[src/rtl/useq_pkg.sv]
// Shared definitions for the microprogram sequencer: sequencer op encodings,
// the slice NOP opcode, microword field widths and the pipeline-word layout.
package useq_pkg;

  localparam int I_W   = 9;
  localparam int A_W   = 4;
  localparam int B_W   = 4;
  localparam int SEQ_W = 3;

  // Slice opcode that writes no register, leaves Q alone and passes F to Y.
  localparam logic [I_W-1:0] NOP_I = 9'h044;

  typedef enum logic [SEQ_W-1:0] {
    SEQ_CONT = 3'd0,
    SEQ_JMP  = 3'd1,
    SEQ_CJMP = 3'd2,
    SEQ_CJSR = 3'd3,
    SEQ_CRET = 3'd4,
    SEQ_LDCT = 3'd5,
    SEQ_RPCT = 3'd6,
    SEQ_JMAP = 3'd7
  } seq_op_e;

  // Fixed-width part of the pipeline word. The branch/count literal is
  // ADDR_W wide and so is held alongside this struct in the top level.
  typedef struct packed {
    logic [I_W-1:0] i;
    logic [A_W-1:0] a;
    logic [B_W-1:0] b;
    seq_op_e        seq;
    logic           pol;
  } pipe_ctl_t;

  localparam pipe_ctl_t NOP_CTL = '{i: NOP_I, a: '0, b: '0, seq: SEQ_CONT, pol: 1'b0};

endpackage

[src/rtl/useq_stack.sv]
// Subroutine return-address LIFO. Push while full and pop while empty are
// ignored and reported as single-cycle ovf/unf pulses for the caller.
module useq_stack
  import useq_pkg::*;
#(
  parameter int DEPTH = 4,
  parameter int W     = 8
) (
  input  logic         clk,
  input  logic         reset,
  input  logic         push,
  input  logic         pop,
  input  logic [W-1:0] din,
  output logic [W-1:0] top,
  output logic         full,
  output logic         empty,
  output logic         ovf,
  output logic         unf
);

  localparam int PW = $clog2(DEPTH);
  localparam logic [PW:0] FULL_SP = (PW+1)'(DEPTH);

  logic [PW:0]               sp_q, sp_d;
  logic [DEPTH-1:0][W-1:0]   mem_q, mem_d;
  logic [PW-1:0]             top_idx;

  // Wraps correctly when sp==DEPTH: low bits are 0, minus one is DEPTH-1.
  assign top_idx = sp_q[PW-1:0] - 1'b1;
  assign top     = mem_q[top_idx];
  assign full    = (sp_q == FULL_SP);
  assign empty   = (sp_q == '0);

  // Next stack pointer and contents; illegal operations leave state alone.
  always_comb begin
    sp_d  = sp_q;
    mem_d = mem_q;
    ovf   = push & full;
    unf   = pop & empty;
    if (push && !full) begin
      mem_d[sp_q[PW-1:0]] = din;
      sp_d                = sp_q + 1'b1;
    end else if (pop && !empty) begin
      sp_d = sp_q - 1'b1;
    end
  end

  // Stack state register; reset discards all entries.
  always_ff @(posedge clk) begin
    if (reset) begin
      sp_q  <= '0;
      mem_q <= '0;
    end else begin
      sp_q  <= sp_d;
      mem_q <= mem_d;
    end
  end

endmodule

[src/rtl/useq_sequencer.sv]
// Microprogram sequencer and pipeline register feeding the Am2901 slice
// controller. Optional macro USEQ_MAP_EN adds the map_addr port and makes
// op JMAP jump to it; without the macro JMAP behaves as CONT.
module useq_sequencer
  import useq_pkg::*;
#(
  parameter int ADDR_W      = 8,
  parameter int STACK_DEPTH = 4
) (
  input  logic              clk,
  input  logic              reset,
  input  logic              hold,
  input  logic              cond,
  input  logic [I_W-1:0]    rom_i,
  input  logic [A_W-1:0]    rom_a,
  input  logic [B_W-1:0]    rom_b,
  input  logic [SEQ_W-1:0]  rom_seq,
  input  logic              rom_pol,
  input  logic [ADDR_W-1:0] rom_br,
`ifdef USEQ_MAP_EN
  input  logic [ADDR_W-1:0] map_addr,
`endif
  output logic [ADDR_W-1:0] addr,
  output logic [I_W-1:0]    i,
  output logic [A_W-1:0]    a,
  output logic [B_W-1:0]    b,
  output logic              stk_full,
  output logic              stk_err
);

  pipe_ctl_t           pipe_q, pipe_d;
  logic [ADDR_W-1:0]   br_q, br_d;
  logic [ADDR_W-1:0]   upc_q, upc_d;
  logic [ADDR_W-1:0]   cnt_q, cnt_d;
  logic                err_q, err_d;
  logic                pass, push, pop;
  logic [ADDR_W-1:0]   stk_top;
  logic                stk_empty, stk_ovf, stk_unf;

  useq_stack #(.DEPTH(STACK_DEPTH), .W(ADDR_W)) u_stack (
    .clk   (clk),
    .reset (reset),
    .push  (push),
    .pop   (pop),
    .din   (upc_q),
    .top   (stk_top),
    .full  (stk_full),
    .empty (stk_empty),
    .ovf   (stk_ovf),
    .unf   (stk_unf)
  );

  // Next-address mux and op side effects, decided by the word in pipe.
  always_comb begin
    pass  = cond ^ pipe_q.pol;
    addr  = upc_q;
    push  = 1'b0;
    pop   = 1'b0;
    cnt_d = cnt_q;
    case (pipe_q.seq)
      SEQ_JMP:  addr = br_q;
      SEQ_CJMP: if (pass) addr = br_q;
      SEQ_CJSR: if (pass) begin
                  addr = br_q;
                  push = 1'b1;
                end
      SEQ_CRET: if (pass) begin
                  pop = 1'b1;
                  if (!stk_empty) addr = stk_top;
                end
      SEQ_LDCT: cnt_d = br_q;
      SEQ_RPCT: if (cnt_q != '0) begin
                  addr  = br_q;
                  cnt_d = cnt_q - 1'b1;
                end
`ifdef USEQ_MAP_EN
      SEQ_JMAP: addr = map_addr;
`endif
      default:  ;
    endcase
    // A stall still presents the address but must not disturb any state.
    if (hold) begin
      push  = 1'b0;
      pop   = 1'b0;
      cnt_d = cnt_q;
    end
  end

  // Pipeline capture, uPC increment and sticky stack error.
  always_comb begin
    pipe_d = pipe_q;
    br_d   = br_q;
    upc_d  = upc_q;
    err_d  = err_q;
    if (!hold) begin
      pipe_d = '{i: rom_i, a: rom_a, b: rom_b, seq: seq_op_e'(rom_seq), pol: rom_pol};
      br_d   = rom_br;
      upc_d  = addr + 1'b1;
      err_d  = err_q | stk_ovf | stk_unf;
    end
  end

  // Slice fields follow pipe, forced to NOP while stalled.
  always_comb begin
    i = hold ? NOP_I : pipe_q.i;
    a = hold ? '0    : pipe_q.a;
    b = hold ? '0    : pipe_q.b;
  end

  assign stk_err = err_q;

  // Sequencer state registers with synchronous reset to a NOP/CONT word.
  always_ff @(posedge clk) begin
    if (reset) begin
      pipe_q <= NOP_CTL;
      br_q   <= '0;
      upc_q  <= '0;
      cnt_q  <= '0;
      err_q  <= 1'b0;
    end else begin
      pipe_q <= pipe_d;
      br_q   <= br_d;
      upc_q  <= upc_d;
      cnt_q  <= cnt_d;
      err_q  <= err_d;
    end
  end

endmodule

[config.mk]
export PLATFORM = sky130hd
export DESIGN_NAME = useq_sequencer
export DESIGN_NICKNAME = d
export VERILOG_FILES = /design/src/rtl/useq_pkg.sv /design/src/rtl/useq_stack.sv /design/src/rtl/useq_sequencer.sv
export SDC_FILE = /design/constraint.sdc
export NUM_CORES = 1
export LEC_CHECK = 0
export ABC_AREA = 1
export CORE_ASPECT_RATIO = 1.4
export CORE_MARGIN = 3
export CORE_UTILIZATION = 50
export DETAILED_ROUTE_END_ITERATION = 8
export PLACE_DENSITY = 0.81
export SYNTH_ARGS = -nofsm -noshare
export SYNTH_HDL_FRONTEND = slang
export SYNTH_SLANG_ARGS = --single-unit
[constraint.sdc]
create_clock -name clk -period 6.8 [get_ports clk]
set_input_delay 1.02 -clock clk [delete_from_list [all_inputs] [get_ports clk]]
set_output_delay 1.02 -clock clk [all_outputs]
set_load 0.02 [all_outputs]
==> metrics.txt <==
Syn. warnings 0; Clock Power Share 34.3%; Final Hold Vio Count 0; Skew-Pair Late Insertion Delay 0.37 ns; top cells by area, synth dfxtp_1, o21ai_0, a21oi_1, nand2_1, inv_1; level count of the clock H-tree 3; TritonCTS Sinks 81; most common cell after layout, fill and taps aside nand2_1; # nets final ~670; Setup crit end kind output port; DR vias/cell between 5 and 6; first drt pass iteration count 6; Mean Syn Cell Area a little under 7 sq um; first-pass GRT wire length ~17,000 microns; number of I/O pins 60; standard-cell rows 38; outcome finished clean; Inserted Diodes 0; CTS tree yes; die area between 9000 and 10,000 sq um; Power Density around 220 nW/um^2; gp weighted congestion around 0.9; post-DP HPWL around 7500 microns; residual DRC count 0; most frequent cells in the layout nand2_1, dfxtp_1, o21ai_0; WP buf/inv 4; via count roughly 4,000; TNS Setup 0 ns; min Tclk post-route 4.56 ns; critical path class reg2out; Leak Pwr 1.93 nW; unrepaired setup endpoints after global routing no; vias in the first global route 3,758; # setup viols final 0; wire length per cell 14.3 microns; WHS around 0.46 ns; fillers 716; Initial Util 51.7%; worst-path fanout max 27; Yosys top cell by area dfxtp_1; startpoint types flip-flop; Synth top area share 40.0%; worst-path cell chain inv_2, ha_1, inv_1, o21ai_0, o22ai_1, o21ai_0, nand3_1, nor2_1, inv_1, clkdlybuf4s50_1; Max VDD drop ~0.16 mV; setup skew after layout around 0.014 ns; Critical Path RT 5.78 ns; fmax ~0.22 GHz; Die H between 100 and 150 microns; All-Layer GR Usage 23.7%; hold buffers post-CTS 0; Post-Synthesis Cells roughly 590; crit path DAT 3.54 ns; Worst-path clk slew ~0.090 ns; Die W around 80 microns; sw power 308 uW; GRT overflow 0; Sw Share between 20% and 30%; antenna viol nets, final 0; Non-Filler Instances 734; final WL about 10,000 microns; Reg power frac 48.3%; synthesized net count around 630; largest net degree at the start of global routing 78; clk root buf clkbuf_8; Inserted Clock Buffers 9; register area share after synthesis 40.0%; Logic pwr share between 10% and 20%; Max Slew Vio Count 0; Pwr Total approximately 1.1 mW; MaxCap Viol Count 0; DP Cell Count between 700 and 800; antenna violations before repair 0; min-delay worst type reg2reg; Worst Tran Pin Value about 0.9 ns; CP delay by family, top buffers and inverters; Mapped Area between 4000 and 5000 sq um; share of cells above drive strength 1 approximately 7.3%; Synth Register Bits between 80 and 90; synth unique cells 35; Port Buffers between 50 and 60; initial DRC count around 280; Rel. slew slack about 39%; Final period util approximately 67%; Pint approximately 750 uW; Clock Path Buffers 2; slowest stage cell, crit path dfxtp_1; synthesis-to-finish area growth 20.0%; Core ar. around 7800 sq um; Post-CTS Setup Inserts 0; quantity of gates resized following cts 0; slowest stage delay, CP a little over 0.9 ns
## worst paths after layout
kind | startpoint | end | slack (ns) | depth (start not counted)
max | u_stack.sp_q[0] | addr[7] | 2.24 | 10
min | pipe_q[10] | pipe_q[10] | 0.46 | 2
min reg2reg | pipe_q[10] | pipe_q[10] | 0.46 | 2
max reg2reg | u_stack.sp_q[0] | upc_q[6] | 3.46 | 15
## power by group through the flow
stage | clock network (mW) | registers, mW | logic (mW)
CTS | 0.367 | 0.508 | 0.183
global placement | 0 | 0.518 | 0.178
finish | 0.362 | 0.508 | 0.183
floorplan | 0 | 0.514 | 0.115
detailed placement | 0 | 0.519 | 0.182
global route | 0.384 | 0.511 | 0.203
## cell type report
cell class / instances / area, sq um / share of cell area [%]
repair buffers: 61 / 601 / 12.3
well taps: 100 / 125 / 2.57
inverters: 75 / 282 / 5.78
clock buffers: 10 / 138 / 2.83
clock inverters: 6 / 67.6 / 1.39
multi-input cells: 401 / 2040 / 41.8
flip-flops and latches: 81 / 1620 / 33.3
## Yosys cell counts, drive strengths merged
cell	count
o32ai	2
xor2	2
dfxtp	81
nand3	36
nand2	99
inv	74
buf	11
o31ai	1
o22ai	1
ha	6
or2	2
a21oi	77
fa	1
a221oi	1
o21ai	80
o21a	1
o211ai	11
o21bai	1
nor4	2
nand4	9
nor3	1
clkbuf	17
a211oi	3
nor2	63
clkinv	1
a31oi	2
## worst register-to-register path, cell delays in order (launching register included)
cell     delay, ns
dfxtp_1       0.92
inv_2         0.27
ha_1          0.30
nand2_1       0.16
nand3_1       0.30
a21oi_1       0.21
nand2_1       0.09
nand4_1       0.20
ha_1          0.26
nand2_2       0.09
nor2_2        0.13
nand2_1       0.06
nand2_1       0.06
nand3_1       0.08
nand2_1       0.08
inv_1         0.03
## layer usage
metal | routed length [microns] | global-route usage (%) | vias to the layer above
met2 | 5420 | 40.7 | 127
met5 | 0 | 0 | -
li1 | - | - | 2024
met1 | 4220 | 27.3 | 1868
met4 | 296 | 11.5 | 0
met3 | 526 | 4.98 | 26
## state kept, by name, indices dropped and copies added, names as in the netlist
| signal | count |
|---|---|
| upc_q | 8 |
| stk_err | 1 |
| pipe_q | 21 |
| u_stack.sp_q | 3 |
| u_stack.mem_q | 32 |
| br_q | 8 |
| cnt_q | 8 |
## per-stage QoR
stage	instance area (sq um)	util, %	worst slack, ns
floorplan	4060	-	3.83
global placement	4660	59.5	2.62
detailed placement	4660	59.5	2.58
CTS	4870	62.1	2.25
global route	4870	62.1	1.93
finish	4870	62.1	2.24
## cells by family (layout without fill, tap and decap cells)
group | Yosys count | after routing | synth area share [%]
simple gates | 212 | 212 | 23.8
compound gates | 180 | 180 | 23.6
flops | 81 | 81 | 40.0
fa+ha+maj | 7 | 7 | 2.34
xor+xnor | 2 | 2 | 0.432
buf+inv | 103 | 152 | 9.89
(Power assumes the default switching activity.)
==> edit (same flow settings) <==
Change the package constant `A_W` from 4 to 6.
--- a/src/rtl/useq_pkg.sv
+++ b/src/rtl/useq_pkg.sv
@@ -4,5 +4,5 @@
 
   localparam int I_W   = 9;
-  localparam int A_W   = 4;
+  localparam int A_W   = 6;
   localparam int B_W   = 4;
   localparam int SEQ_W = 3;
Ports: changed (resized a and rom_a); port bits go from 60 to 64. No check against the original RTL was run, so the function may have changed too.
==> edit against the unedited design <==
  * Power fell by 0.27%
  * Wire length rose by 5.3%
  * Sequential cell count rose by 2
  * Clock skew fell by 0.0062 ns
  * Design area rose by 2.3%
  * Synthesized cell count rose by 2.2%
  * Highest routed layer unchanged
  * Largest cell class unchanged
  * Worst setup slack got worse by 0.15 ns
  * Global-route usage rose by 0.48 points
  * Via count rose by 1.6%
  * Area after synthesis rose by 2.0%
==> edit: results (changes against the unedited design) <==
----------------------------------------------------
[Status]
  Outcome ... completed

[STA]
  Post-route worst hold slack ... 0.457 ns (-0.000607 ns)
  Highest clock frequency the design can meet ... 0.212 GHz (-3.3%)
  Transition time at the pin with the least slew margin ... 0.866 ns (-0.0428 ns)
  Final clock skew ... 0.00776 ns (-0.00621 ns)

[Route]
  Number of violations reported at the end of detailed-routing iteration 0 ... 278 (-2.1%)
  Via density ... 5.48 (-0.56%)
  Number of search-and-repair iterations in the first detailed-routing pass ... 5 (-1)

[Global route]
  Number of global-route vias before repair ... 4040 (+7.5%)
  Global-route wire length before repair ... 18600 um (+8.8%)
  Maximum number of pins on one net before global-route repair ... 85 (+9.0%)

[Worst setup path]
  Cell count of the worst reg-to-reg path ... 16 (+1)
  Largest stage delay on the critical path ... 0.90 ns (-0.02 ns)
  Setup slack of the worst register-to-register path ... 3.27 ns (-0.19 ns)
  Crit path DAT ... 3.69 ns (+0.15 ns)

[Worst hold path]
  Worst Hold Launch ... pipe_q[14]
  Hold-critical path endpoint ... pipe_q[14]

[Yosys]
  Number of cells produced by synthesis ... 598 (+2.2%)
  Synth area leaders ... sky130_fd_sc_hd__dfxtp_1 40%, sky130_fd_sc_hd__a21oi_1 9.4%, sky130_fd_sc_hd__o21ai_0 9.1%, sky130_fd_sc_hd__nand2_1 8.5%, sky130_fd_sc_hd__inv_1 6.5%
  Top post-synthesis cells by count ... 94 x sky130_fd_sc_hd__nand2_1, 83 x sky130_fd_sc_hd__dfxtp_1, 78 x sky130_fd_sc_hd__a21oi_1
  Synthesized Nets ... 640 (+2.4%)

[Power]
  Leakage power figure ... 2.00 nW (+3.8%)
  Clock-net power ... 0.347 mW (-4%)
  Largest voltage drop on the vdd net ... 0.000165 V (+4.2%)

[Place]
  Weighted congestion at the end of routability-driven global placement ... 0.927 (+1.3%)
  Worst setup timing slack at the placement stage ... 2.45 ns (-0.134 ns)
  HPWL Detailed ... 8000 um (+6.1%)
  Placed Instances ... 734 (+2.2%)
  Count of buffers from port buffering ... 63 (+6.8%)

[Cells and area]
  Top flop regs ... u_stack.mem_q x32, pipe_q x23
  Share of post-route cells with drive strength above 1 ... 0.0677 (-0.00486)
  Final-stage net count ... 687 (+2.7%)
  Number of standard cells in the layout, taps in and fillers out ... 750 (+2.2%)

----------------------------------------------------
==> edit: cell count changes in the layout (fill, tap and decap cells not counted), moves of 3 or more <==
| cell | unedited run | this run |
|---|---|---|
| sky130_fd_sc_hd__inv_1 | 68 | 72 |
| sky130_fd_sc_hd__nand3_1 | 34 | 37 |
| sky130_fd_sc_hd__clkdlybuf4s50_1 | 58 | 62 |
| sky130_fd_sc_hd__nand4_1 | 5 | 9 |
| sky130_fd_sc_hd__clkbuf_8 | 10 | 13 |
| sky130_fd_sc_hd__o21ai_1 | 0 | 3 |
| sky130_fd_sc_hd__o21ai_0 | 80 | 75 |
| sky130_fd_sc_hd__nor2_1 | 57 | 53 |
==> edit: per-layer routing <==
layer | up-vias | track usage | share of wire
met4 | 0 | 0.112 | 0.030
met1 | 1868 | 0.280 | 0.42
li1 | 2078 | - | -
met5 | - | 0 | 0
met3 | 28 | 0.0600 | 0.053
met2 | 136 | 0.420 | 0.50
==> edit: cell type report <==
type	instances	area, sq um
multi-input cells	406	2060
repair buffers	65	641
clock inverters	3	20.0
flip-flops and latches	83	1660
clock buffers	13	179
well taps	100	125
fillers	739	2910
inverters	80	300
==> edit: cell families after synthesis <==
family / after synthesis / share of synthesized area
XOR/XNOR: 3 / 0.00635
adder cells (fa/ha/maj): 7 / 0.0230
AO/OA/AOI/OAI: 181 / 0.234
AND/OR/NAND/NOR: 215 / 0.234
flip-flops: 83 / 0.401
buffers and inverters: 109 / 0.102
==> edit: through the flow <==
step | cell area [sq um] | total power [mW] | utilization
2_1_floorplan | 4140 | 0.638 | -
3_3_place_gp | 4780 | 0.710 | 0.606
3_5_place_dp | 4780 | 0.713 | 0.606
5_1_grt | 4980 | 1.10 | 0.631
6_report | 4980 | 1.05 | 0.631
4_1_cts | 4980 | 1.06 | 0.631
